==> src/rtl/alu_pkg.sv <==
// Shared opcodes, FSM encoding and helpers for the sequenced ALU.
package alu_pkg;

  localparam int unsigned OpW = 4;

  localparam logic [OpW-1:0] OpAdd  = 4'b0000;
  localparam logic [OpW-1:0] OpAnd  = 4'b0001;
  localparam logic [OpW-1:0] OpOr   = 4'b0010;
  localparam logic [OpW-1:0] OpXor  = 4'b0011;
  localparam logic [OpW-1:0] OpSll  = 4'b0100;
  localparam logic [OpW-1:0] OpSrl  = 4'b0101;
  localparam logic [OpW-1:0] OpSub  = 4'b0110;
  localparam logic [OpW-1:0] OpSra  = 4'b0111;
  localparam logic [OpW-1:0] OpMul  = 4'b1001;
  localparam logic [OpW-1:0] OpMulh = 4'b1010;
  localparam logic [OpW-1:0] OpDiv  = 4'b1011;
  localparam logic [OpW-1:0] OpRem  = 4'b1100;

  typedef enum logic [1:0] {
    StIdle,
    StBusy,
    StDone
  } alu_state_e;

  function automatic logic is_iter(input logic [OpW-1:0] op);
    return op inside {OpMul, OpMulh, OpDiv, OpRem};
  endfunction

  function automatic logic is_mul(input logic [OpW-1:0] op);
    return op inside {OpMul, OpMulh};
  endfunction

endpackage

==> src/rtl/alu_seq_if.sv <==
// Request/result handshake bundle between the execute stage and the ALU.
interface alu_seq_if
  import alu_pkg::*;
#(
  parameter int unsigned XLEN = 32,
  parameter int unsigned SHW  = $clog2(XLEN)
) ();

  logic            flush;
  logic            req_vld;
  logic            req_rdy;
  logic [OpW-1:0]  cntr;
  logic            not_s;
  logic [XLEN-1:0] srca;
  logic [XLEN-1:0] srcb;
  logic [SHW-1:0]  shamt;
  logic            res_vld;
  logic            res_rdy;
  logic [XLEN-1:0] resalt;
  logic [1:0]      cnd;

  modport master (
    output flush, req_vld, cntr, not_s, srca, srcb, shamt, res_rdy,
    input  req_rdy, res_vld, resalt, cnd
  );

  modport slave (
    input  flush, req_vld, cntr, not_s, srca, srcb, shamt, res_rdy,
    output req_rdy, res_vld, resalt, cnd
  );

endinterface

==> src/rtl/alu_muldiv_iter.sv <==
// Radix-2 iterative unit: shift-add multiply and restoring divide on magnitudes,
// one step per cycle for XLEN cycles, with sign fix-up applied to the final step.
module alu_muldiv_iter
  import alu_pkg::*;
#(
  parameter int unsigned XLEN = 32
) (
  input  logic            clk_i,
  input  logic            rst_i,
  input  logic            flush_i,
  input  logic            start_i,
  input  logic [OpW-1:0]  op_i,
  input  logic            not_s_i,
  input  logic [XLEN-1:0] a_i,
  input  logic [XLEN-1:0] b_i,
  output logic            done_o,
  output logic [XLEN-1:0] result_o
);

  localparam int unsigned CntW = $clog2(XLEN);

  logic            run_q, run_d;
  logic [CntW-1:0] cnt_q, cnt_d;
  logic [OpW-1:0]  op_q, op_d;
  logic [XLEN-1:0] hi_q, hi_d, lo_q, lo_d, mag_q, mag_d, a_q, a_d;
  logic            neg_q, neg_d, negr_q, negr_d, bzero_q, bzero_d;

  logic            a_neg, b_neg;
  logic [XLEN-1:0] a_mag, b_mag, hi_nx, lo_nx;
  logic [XLEN:0]   sum, shifted, diff;
  logic [2*XLEN-1:0] prod_fix;

  assign a_neg = !not_s_i && a_i[XLEN-1];
  assign b_neg = !not_s_i && b_i[XLEN-1];
  assign a_mag = a_neg ? -a_i : a_i;
  assign b_mag = b_neg ? -b_i : b_i;

  // Multiply: hi accumulates, lo holds the multiplier and shifts into product low half.
  // Divide:   hi is the partial remainder, lo shifts dividend bits out and quotient bits in.
  always_comb begin
    sum     = {1'b0, hi_q} + (lo_q[0] ? {1'b0, mag_q} : '0);
    shifted = {hi_q, lo_q[XLEN-1]};
    diff    = shifted - {1'b0, mag_q};
    if (is_mul(op_q)) begin
      {hi_nx, lo_nx} = {sum, lo_q[XLEN-1:1]};
    end else if (!diff[XLEN]) begin
      hi_nx = diff[XLEN-1:0];
      lo_nx = {lo_q[XLEN-2:0], 1'b1};
    end else begin
      hi_nx = shifted[XLEN-1:0];
      lo_nx = {lo_q[XLEN-2:0], 1'b0};
    end
  end

  always_comb begin
    prod_fix = neg_q ? -{hi_nx, lo_nx} : {hi_nx, lo_nx};
    case (op_q)
      OpMul:   result_o = prod_fix[XLEN-1:0];
      OpMulh:  result_o = prod_fix[2*XLEN-1:XLEN];
      OpDiv:   result_o = bzero_q ? '1 : (neg_q ? -lo_nx : lo_nx);
      OpRem:   result_o = bzero_q ? a_q : (negr_q ? -hi_nx : hi_nx);
      default: result_o = '0;
    endcase
  end

  assign done_o = run_q && (cnt_q == '0);

  always_comb begin
    run_d   = run_q;
    cnt_d   = cnt_q;
    op_d    = op_q;
    hi_d    = hi_q;
    lo_d    = lo_q;
    mag_d   = mag_q;
    a_d     = a_q;
    neg_d   = neg_q;
    negr_d  = negr_q;
    bzero_d = bzero_q;
    if (flush_i) begin
      run_d = 1'b0;
      cnt_d = '0;
    end else if (start_i) begin
      run_d   = 1'b1;
      cnt_d   = CntW'(XLEN - 1);
      op_d    = op_i;
      hi_d    = '0;
      lo_d    = is_mul(op_i) ? b_mag : a_mag;
      mag_d   = is_mul(op_i) ? a_mag : b_mag;
      a_d     = a_i;
      neg_d   = a_neg ^ b_neg;
      negr_d  = a_neg;
      bzero_d = (b_i == '0);
    end else if (run_q) begin
      hi_d = hi_nx;
      lo_d = lo_nx;
      if (cnt_q == '0) run_d = 1'b0;
      else             cnt_d = cnt_q - 1'b1;
    end
  end

  always_ff @(posedge clk_i or posedge rst_i) begin
    if (rst_i) begin
      run_q   <= 1'b0;
      cnt_q   <= '0;
      op_q    <= '0;
      hi_q    <= '0;
      lo_q    <= '0;
      mag_q   <= '0;
      a_q     <= '0;
      neg_q   <= 1'b0;
      negr_q  <= 1'b0;
      bzero_q <= 1'b0;
    end else begin
      run_q   <= run_d;
      cnt_q   <= cnt_d;
      op_q    <= op_d;
      hi_q    <= hi_d;
      lo_q    <= lo_d;
      mag_q   <= mag_d;
      a_q     <= a_d;
      neg_q   <= neg_d;
      negr_q  <= negr_d;
      bzero_q <= bzero_d;
    end
  end

endmodule

==> src/rtl/alu_seq.sv <==
// Handshaked execute-stage ALU: registered single-cycle ops, iterative mul/div,
// and a condition vector for branch resolution.
module alu_seq
  import alu_pkg::*;
#(
  parameter int unsigned XLEN = 32,
  parameter int unsigned SHW  = $clog2(XLEN)
) (
  input logic      clk,
  input logic      rst,
  alu_seq_if.slave bus
);

  alu_state_e      state_q, state_d;
  logic [XLEN-1:0] resalt_q, resalt_d, a_q, a_d, b_q, b_d;
  logic            ns_q, ns_d;
  logic [1:0]      cnd_q, cnd_d;
  logic            it_start, it_done;
  logic [XLEN-1:0] it_result, single_res;
  logic [SHW-1:0]  sh;

  function automatic logic [1:0] cnd_of(input logic [XLEN-1:0] a, input logic [XLEN-1:0] b,
                                        input logic ns);
    logic lt;
    lt = ns ? (a < b) : ($signed(a) < $signed(b));
    return {lt, a == b};
  endfunction

  assign sh = bus.shamt;

  always_comb begin
    case (bus.cntr)
      OpAdd:   single_res = bus.srca + bus.srcb;
      OpAnd:   single_res = bus.srca & bus.srcb;
      OpOr:    single_res = bus.srca | bus.srcb;
      OpXor:   single_res = bus.srca ^ bus.srcb;
      OpSll:   single_res = bus.srca << sh;
      OpSrl:   single_res = bus.srca >> sh;
      OpSub:   single_res = bus.srca - bus.srcb;
      OpSra:   single_res = $unsigned($signed(bus.srca) >>> sh);
      default: single_res = '0;
    endcase
  end

  alu_muldiv_iter #(
    .XLEN(XLEN)
  ) u_iter (
    .clk_i   (clk),
    .rst_i   (rst),
    .flush_i (bus.flush),
    .start_i (it_start),
    .op_i    (bus.cntr),
    .not_s_i (bus.not_s),
    .a_i     (bus.srca),
    .b_i     (bus.srcb),
    .done_o  (it_done),
    .result_o(it_result)
  );

  // Result and cnd registers are zero whenever no result is being offered.
  always_comb begin
    state_d  = state_q;
    resalt_d = resalt_q;
    cnd_d    = cnd_q;
    a_d      = a_q;
    b_d      = b_q;
    ns_d     = ns_q;
    it_start = 1'b0;
    if (bus.flush) begin
      state_d  = StIdle;
      resalt_d = '0;
      cnd_d    = '0;
    end else begin
      case (state_q)
        StIdle: begin
          if (bus.req_vld) begin
            a_d  = bus.srca;
            b_d  = bus.srcb;
            ns_d = bus.not_s;
            if (is_iter(bus.cntr)) begin
              it_start = 1'b1;
              state_d  = StBusy;
            end else begin
              state_d  = StDone;
              resalt_d = single_res;
              cnd_d    = cnd_of(bus.srca, bus.srcb, bus.not_s);
            end
          end
        end
        StBusy: begin
          if (it_done) begin
            state_d  = StDone;
            resalt_d = it_result;
            cnd_d    = cnd_of(a_q, b_q, ns_q);
          end
        end
        StDone: begin
          if (bus.res_rdy) begin
            state_d  = StIdle;
            resalt_d = '0;
            cnd_d    = '0;
          end
        end
        default: state_d = StIdle;
      endcase
    end
  end

  always_ff @(posedge clk or posedge rst) begin
    if (rst) begin
      state_q  <= StIdle;
      resalt_q <= '0;
      cnd_q    <= '0;
      a_q      <= '0;
      b_q      <= '0;
      ns_q     <= 1'b0;
    end else begin
      state_q  <= state_d;
      resalt_q <= resalt_d;
      cnd_q    <= cnd_d;
      a_q      <= a_d;
      b_q      <= b_d;
      ns_q     <= ns_d;
    end
  end

  assign bus.req_rdy = (state_q == StIdle);
  assign bus.res_vld = (state_q == StDone);
  assign bus.resalt  = resalt_q;
  assign bus.cnd     = cnd_q;

endmodule

==> src/flat_wrapper.sv <==
// flat-port wrapper written by rule: the top's interface ports become plain ports
module alu_seq_flat import alu_pkg::*;
#(
  parameter int unsigned XLEN = 32,
  parameter int unsigned SHW  = $clog2(XLEN)
)
  (clk, rst, bus_flush, bus_req_vld, bus_cntr, bus_not_s, bus_srca, bus_srcb, bus_shamt, bus_res_rdy, bus_req_rdy, bus_res_vld, bus_resalt, bus_cnd);
  alu_seq_if #(.XLEN(XLEN), .SHW(SHW)) bus_i ();
  input logic clk;
  input logic rst;
  input wire logic [$bits(bus_i.flush)-1:0] bus_flush;
  input wire logic [$bits(bus_i.req_vld)-1:0] bus_req_vld;
  input wire logic [$bits(bus_i.cntr)-1:0] bus_cntr;
  input wire logic [$bits(bus_i.not_s)-1:0] bus_not_s;
  input wire logic [$bits(bus_i.srca)-1:0] bus_srca;
  input wire logic [$bits(bus_i.srcb)-1:0] bus_srcb;
  input wire logic [$bits(bus_i.shamt)-1:0] bus_shamt;
  input wire logic [$bits(bus_i.res_rdy)-1:0] bus_res_rdy;
  output wire logic [$bits(bus_i.req_rdy)-1:0] bus_req_rdy;
  output wire logic [$bits(bus_i.res_vld)-1:0] bus_res_vld;
  output wire logic [$bits(bus_i.resalt)-1:0] bus_resalt;
  output wire logic [$bits(bus_i.cnd)-1:0] bus_cnd;
  assign bus_i.flush = bus_flush;
  assign bus_i.req_vld = bus_req_vld;
  assign bus_i.cntr = bus_cntr;
  assign bus_i.not_s = bus_not_s;
  assign bus_i.srca = bus_srca;
  assign bus_i.srcb = bus_srcb;
  assign bus_i.shamt = bus_shamt;
  assign bus_i.res_rdy = bus_res_rdy;
  assign bus_req_rdy = bus_i.req_rdy;
  assign bus_res_vld = bus_i.res_vld;
  assign bus_resalt = bus_i.resalt;
  assign bus_cnd = bus_i.cnd;
  alu_seq #(.XLEN(XLEN), .SHW(SHW)) u_core (.clk(clk), .rst(rst), .bus(bus_i));
endmodule
==> config.mk <==
export PLATFORM = sky130hd
export DESIGN_NAME = alu_seq_flat
export DESIGN_NICKNAME = d
export VERILOG_FILES = /design/src/rtl/alu_pkg.sv /design/src/rtl/alu_seq_if.sv /design/src/rtl/alu_muldiv_iter.sv /design/src/rtl/alu_seq.sv /design/src/flat_wrapper.sv
export SDC_FILE = /design/constraint.sdc
export NUM_CORES = 2
export LEC_CHECK = 0
export ABC_AREA = 1
export CAP_MARGIN = 10
export CORE_ASPECT_RATIO = 1.4
export CORE_MARGIN = 2
export CORE_UTILIZATION = 30
export CTS_BUF_LIST = sky130_fd_sc_hd__clkbuf_16
export DETAILED_ROUTE_END_ITERATION = 7
export HOLD_SLACK_MARGIN = 0.06
export PLACE_DENSITY = 0.57
export SLEW_MARGIN = 20
export SYNTH_ARGS = -nofsm -noshare
export SYNTH_HDL_FRONTEND = slang
export SYNTH_SLANG_ARGS = --single-unit
==> constraint.sdc <==
create_clock -name clk -period 13.27 [get_ports clk]
set_clock_uncertainty 0.2 [all_clocks]
set_input_delay 1.327 -clock clk [delete_from_list [all_inputs] [get_ports clk]]
set_output_delay 1.327 -clock clk [all_outputs]
set_load 0.02 [all_outputs]
# Yosys cells after proc, flatten, opt, wreduce, memory -nomap -nowiden
# Cells that the tools add are included.
# W data, S select, Z words.
# word_totals
ff_bits	242
# op_classes
n_eq_ne	24
bitwise	5
add_sub_neg	10
n_reduce_logical	20
mux	51
magnitude_cmp	4
shift	3
# op_table
operator	count
$mux W32	21
$pmux W32 S8	1
$lt A32 B32 Y1	4
$neg A32 Y32	4
$pmux W32 S4	1
$pmux W32 S3	1
$eq A32 B32 Y1	2
$mux W64	1
$neg A64 Y64	1
$add A32 B32 Y33	1
$sub A33 B32 Y33	1
$add A32 B32 Y32	1
$and A32 B32 Y32	1
$eq A4 B4 Y1 const B	8
$logic_not A32 Y1	1
$or A32 B32 Y32	1
$shl A32 B5 Y32	1
$shr A32 B5 Y32	1
$sshr A32 B5 Y32	1
$sub A32 B32 Y32	1
$xor A32 B32 Y32	1
$mux W5	4
$mux W2	9
$eq A4 B3 Y1 const B	4
other kinds (22)	45

# Longest topological paths before layout
# depth
ltp_word	10
mapped_depth	35
mapped_depth_nobuf	35

# Cells and area by module
# From an unflattened synthesis, not the netlist that was laid out.
# unflattened
hier_cells	5839
hier_area_um2	33372.0
# modules_own_cells
module	area_each_um2	n_inst	cells_per_inst
alu_muldiv_iter	17734.5	1	3079
alu_seq	15637.5	1	2760

# Least setup slack after synthesis
# Ideal clock, no wire load.
# synth_path
kind	input to register
startpoint	input bus_srca[8]
endpoint	register u_core.resalt_q[28], in the netlist u_core.bus.resalt[28]
slack_ps	9101
t_required_ps	12954
n_path_buf	2
arrival_ps	3852
path_stages	22
cell_sequence	clkbuf_1 -> inv_1 -> ha_1 -> clkbuf_1 -> inv_1 -> nor3_1 -> a21o_1 -> nand2_1 -> nand3_1 -> nand3_1 -> nand2_1 -> nand2_1 -> inv_1 -> nor2_1 -> o21ai_0 -> a21oi_1 -> o21ai_0 -> nand3_1 -> o21ai_0 -> inv_1 -> nand2_1 -> nand2_1
# synth_between
elab_chain_len	6
word_cells_on_any_way	10
cone_classes	add/sub: 2; shift: 3; mux: 5
# synth_lines
element	line_no	text
start: declaration	flat_wrapper.sv:15	input wire logic [$bits(bus_i.srca)-1:0] bus_srca;
$sub A32 B32 Y32 (tied with other cells)	alu_seq.sv:39	OpSub: single_res = bus.srca - bus.srcb;
$pmux W32 S8 (*)	alu_seq.sv:32	case (bus.cntr)
$mux W32 (*)	alu_seq.sv:80	if (is_iter(bus.cntr)) begin
$mux W32 (*)	alu_seq.sv:76	if (bus.req_vld) begin
$pmux W32 S3 (*)	alu_seq.sv:74	case (state_q)
$mux W32 (*)	alu_seq.sv:69	if (bus.flush) begin
end signal: assignment	alu_seq.sv:119	resalt_q <= resalt_d;
end: declaration	alu_seq.sv:15	logic [XLEN-1:0] resalt_q, resalt_d, a_q, a_d, b_q, b_d;
# Mark *: on every way between the ends. The rest lies on a longest branch, timed or not. The select of a mux whose other input is x is not followed.
# A chain may end at the register's enable or synchronous reset.

# Worst setup path after layout
# layout_path
startpoint	input bus_cntr[1]
endpoint	register u_core.u_iter.lo_q[30]
# layout_between
elab_chain_len	8
word_cells_on_any_way	14
cone_classes	eq/ne: 4; mux: 6; reduce/logical: 4
# layout_lines
element	line_no	text
start: declaration	flat_wrapper.sv:13	input wire logic [$bits(bus_i.cntr)-1:0] bus_cntr;
$eq A4 B4 Y1 (on tied branches)	alu_pkg.sv:26, alu_pkg.sv:30	
$reduce_bool A4 Y1	alu_pkg.sv:26	return op inside {OpMul, OpMulh, OpDiv, OpRem};
$mux W1	alu_seq.sv:80	
$mux W1	alu_seq.sv:76	
$mux W1	alu_seq.sv:74	
$mux W1	alu_seq.sv:69	
$reduce_bool A2 Y1 (no line)	-	
$reduce_and A2 Y1 (no line)	-	
end signal: assignment	alu_muldiv_iter.sv:118	lo_q <= lo_d;
end: declaration	alu_muldiv_iter.sv:25	logic [XLEN-1:0] hi_q, hi_d, lo_q, lo_d, mag_q, mag_d, a_q, a_d;
# Parallel ways exist; a longest one is shown, timed or not.

==> run_results.csv <==
group,metric,value,unit
setup_path,cp_num_cells,19,
placed_design,dpl.hpwl,135000,um
setup_path,r2r_cells,29,
synth,yosysTopAreaCellShare,19.63,%
synth,syn_inst,5211,
synth,ys_types,77,
setup_path,cp_top_family,"buffers and inverters",
clock_tree,path_clk_slew,0.07,ns
detailed_routing,wl_per_cell,25.59,um
clock_tree,cts_repair_resize_count,0,
layout,fillCellCount,11670,
timing,rsz0062_at_grt,"false",
setup_path,slowest_stage,"clkinv_1",
detailed_routing,drc_errors,0,
placed_design,place.gp.congestion,1.084,
synth,syn-cell-area,0.03085,sq mm
clock_tree,cts_buffer_depth,3,
pwr,peakVddDrop,0.0001264,V
layout,final_common_cell,"nand2_1",
setup_path,path_class,"in -> reg",
die,io_pins,115,
timing,fin_crit_sh,46.24,%
synth,syn_area_per_cell,5.920,sq um
setup_path,path_cells,"clkdlybuf4s50_1 > nor2_1 > inv_1 > nor2_1 > nor3_1 > inv_2 > nor2_1 > inv_1 > nor2_4 > buf_4 > inv_1 > buf_4 > nand2_1 > buf_4 > clkinv_1 > nand2_1 > o21ai_0 > inv_1 > nand2_1",
die,dieArea,0.1055,sq mm
detailed_routing,drt_pre_antenna_iters,6,
clock_tree,root_buffer,"clkbuf_16",
timing,relSlewSlack,15.88,%
setup_path,critPathArrivalTime,6.43,ns
flow_run,max_cap_violations,0,
clock_tree,htreeDepth,1,
setup_path,end_kind,"flop",
detailed_routing,routed_wirelength,167700,um
clock_tree,cts_setup_buffers,0,
global_routing,grt.total_usage,31.13,%
global_routing,globalRouteOverflowTotal,0,
setup_path,cp_max_fo,62,
timing,period_needed,6.136,ns
timing,tns,0,ns
clock_tree,cts_hold_buf,0,
pwr,powerDensity,251.9,mW/mm^2
die,start_util,30.17,%
layout,nets,5479,
timing,finalMaxSlewViolations,0,
die,rows,139,
clock_tree,clk_latency,0.61,ns
global_routing,grt_pass1_wl,240200,um
die,core_area,0.1023,sq mm
pwr,leakage,17.01,nW
global_routing,antenna_found_initial,7,
synth,synthFlopType,"dfrtp_1",
global_routing,grt_pass1_vias,36000,
synth,yosys-top-cells-area,"dfrtp_1, nand2_1, inv_1",
clock_tree,cts_buffers,26,
synth,ys_ff_latch,242,
hold_path,holdCritPathClass,"reg -> reg",
synth,synth-edff-count,0,
hold_path,hold_depth,2,
layout,fin_util,33.32,%
layout,drive_above_1_share,5.581,%
die,die_h,383.4,um
timing,finalSetupViolations,0,
timing,finalHoldViolations,0,
setup_path,worstPathRequired,13.56,ns
synth,synth_fp_nets,5495,
timing,fmax,0.1630,GHz
setup_path,path_buf_inv,10,
synth,yosysTopAreaCell,"dfrtp_1",
setup_path,start_kind,"primary input",
clock_tree,cts.sinks,242,
setup_path,slowest_delay,0.78,ns
outcome,outcome,"finished clean",
detailed_routing,drtIter0Drc,3535,
detailed_routing,drtAntennaViolNets,0,
layout,syn2layout_area_growth,10.45,%
detailed_routing,routed_via_density,5.567,
placed_design,port_buffers,114,
clock_tree,cts_tree,"done",
synth,async_flop_share,100.0,%
die,die_w,275.0,um
layout,mostFrequentLayoutCells,"nand2_1, inv_1, o21ai_0",
detailed_routing,via_count,36490,
synth,synth-warning-count,0,
synth,yosysSeqAreaShare,19.63,%
setup_path,crit_path_frequent_cell,"inv_1",
timing,worst_slew_pin_slew,1.249,ns
global_routing,grt_max_degree,117,
## report_power, final
group / switching [mW] / internal, mW / leakage (nW)
Sequential: 0.232 / 1.03 / 2.98
Combinational: 4.75 / 1.82 / 13.6
Clock: 0.358 / 0.391 / 0.419
Total: 5.34 / 3.24 / 17.0
## routing by layer
metal / vias to the layer above / part of all wire, % / track usage, %
met5: - / 0.042 / 0
li1: 17040 / - / -
met3: 639 / 6.1 / 4.457
met4: 10 / 12 / 29.88
met1: 17100 / 34 / 31.76
met2: 1704 / 48 / 53.95
## worst register-to-register path, delay by kind of cell, from the launching register on
kind	cells	cell delay, ns
AO/OA/AOI/OAI	1	0.27
adder cells (fa/ha/maj)	2	0.64
buffers and inverters	2	0.45
flip-flops	1	0.37
AND/OR/NAND/NOR	24	4.06
## Yosys cell counts, types with 15 or more instances
cell type  count
nor3_1        45
or2_2         23
o21ai_0      455
o211ai_1      57
nand4_1       43
o22ai_1       92
a211oi_1      15
dfrtp_1      242
buf_1         22
o21ai_1       25
xor2_1        88
clkbuf_1     171
a31oi_1       18
a21oi_1      323
inv_2         19
a221oi_1      15
nor2_2        27
inv_1        712
nand3_1      393
buf_2         18
nand2_2       39
nand3_2       17
nand2_1     1495
o221ai_1      34
ha_1         201
nor2_1       397
nand3b_1      25
## metrics by stage
stage          cell area [sq um]  hold slack [ns]  std cells  power, mW  worst slack [ns]
2_1_floorplan              30850           0.2459       5211      5.488             5.098
3_3_place_gp               33230           0.2605       6505      7.589             6.573
3_5_place_dp               33230           0.2669       6505      7.603             6.671
4_1_cts                    34040           0.2820       6552      8.377             7.277
5_1_grt                    34070           0.2984       6553      9.177             6.951
6_report                   34070           0.2784       6554      8.584             7.134
## kinds of logic after synthesis
family                   Yosys count  share of synthesized area, %
AND/OR/NAND/NOR                 2550                         35.36
AO/OA/AOI/OAI                   1131                         21.13
buffers and inverters            975                         12.37
flip-flops                       242                         19.63
adder cells (fa/ha/maj)          205                         8.412
XOR/XNOR                         100                         2.839
multiplexers                       8                        0.2596
## flip-flops by register name, summed over array words and instances (netlist names)
name and cells:
u_core.ns_q 1, u_core.b_q 32, u_core.u_iter.negr_q 1, u_core.bus.cnd 2
u_core.u_iter.lo_q 32, u_core.u_iter.cnt_q 5, u_core.state_q 2, u_core.u_iter.neg_q 1
u_core.u_iter.a_q 32, u_core.bus.resalt 32, u_core.u_iter.run_q 1, u_core.u_iter.mag_q 32
u_core.u_iter.hi_q 32, u_core.u_iter.bzero_q 1, u_core.a_q 32, u_core.u_iter.op_q 4
## cell type report
cell class | instances | area, sq um | area share [%]
tap | 1339 | 1675 | 4.917
antenna | 1 | 2.502 | 0.007344
clock buffer | 27 | 675.6 | 1.983
clock inverter | 20 | 135.1 | 0.3966
inverter | 746 | 2810 | 8.248
timing repair buffer | 185 | 1672 | 4.906
multi-input combinational | 3994 | 21050 | 61.77
sequential | 242 | 6057 | 17.78
## final timing paths
kind | to | from | slack (ns)
worst max-delay path | u_core.u_iter.lo_q[30] | bus_cntr[1] | 7.13
worst min-delay path | u_core.a_q[30] | u_core.a_q[30] | 0.28
worst max register to register | u_core.bus.resalt[10] | u_core.u_iter.lo_q[31] | 7.20
worst min register to register | u_core.a_q[30] | u_core.a_q[30] | 0.28
max in group asynchronous | u_core.u_iter.a_q[28] | rst | 9.72
min in group asynchronous | u_core.u_iter.hi_q[3] | rst | 1.09
(Power assumes the default switching activity.)
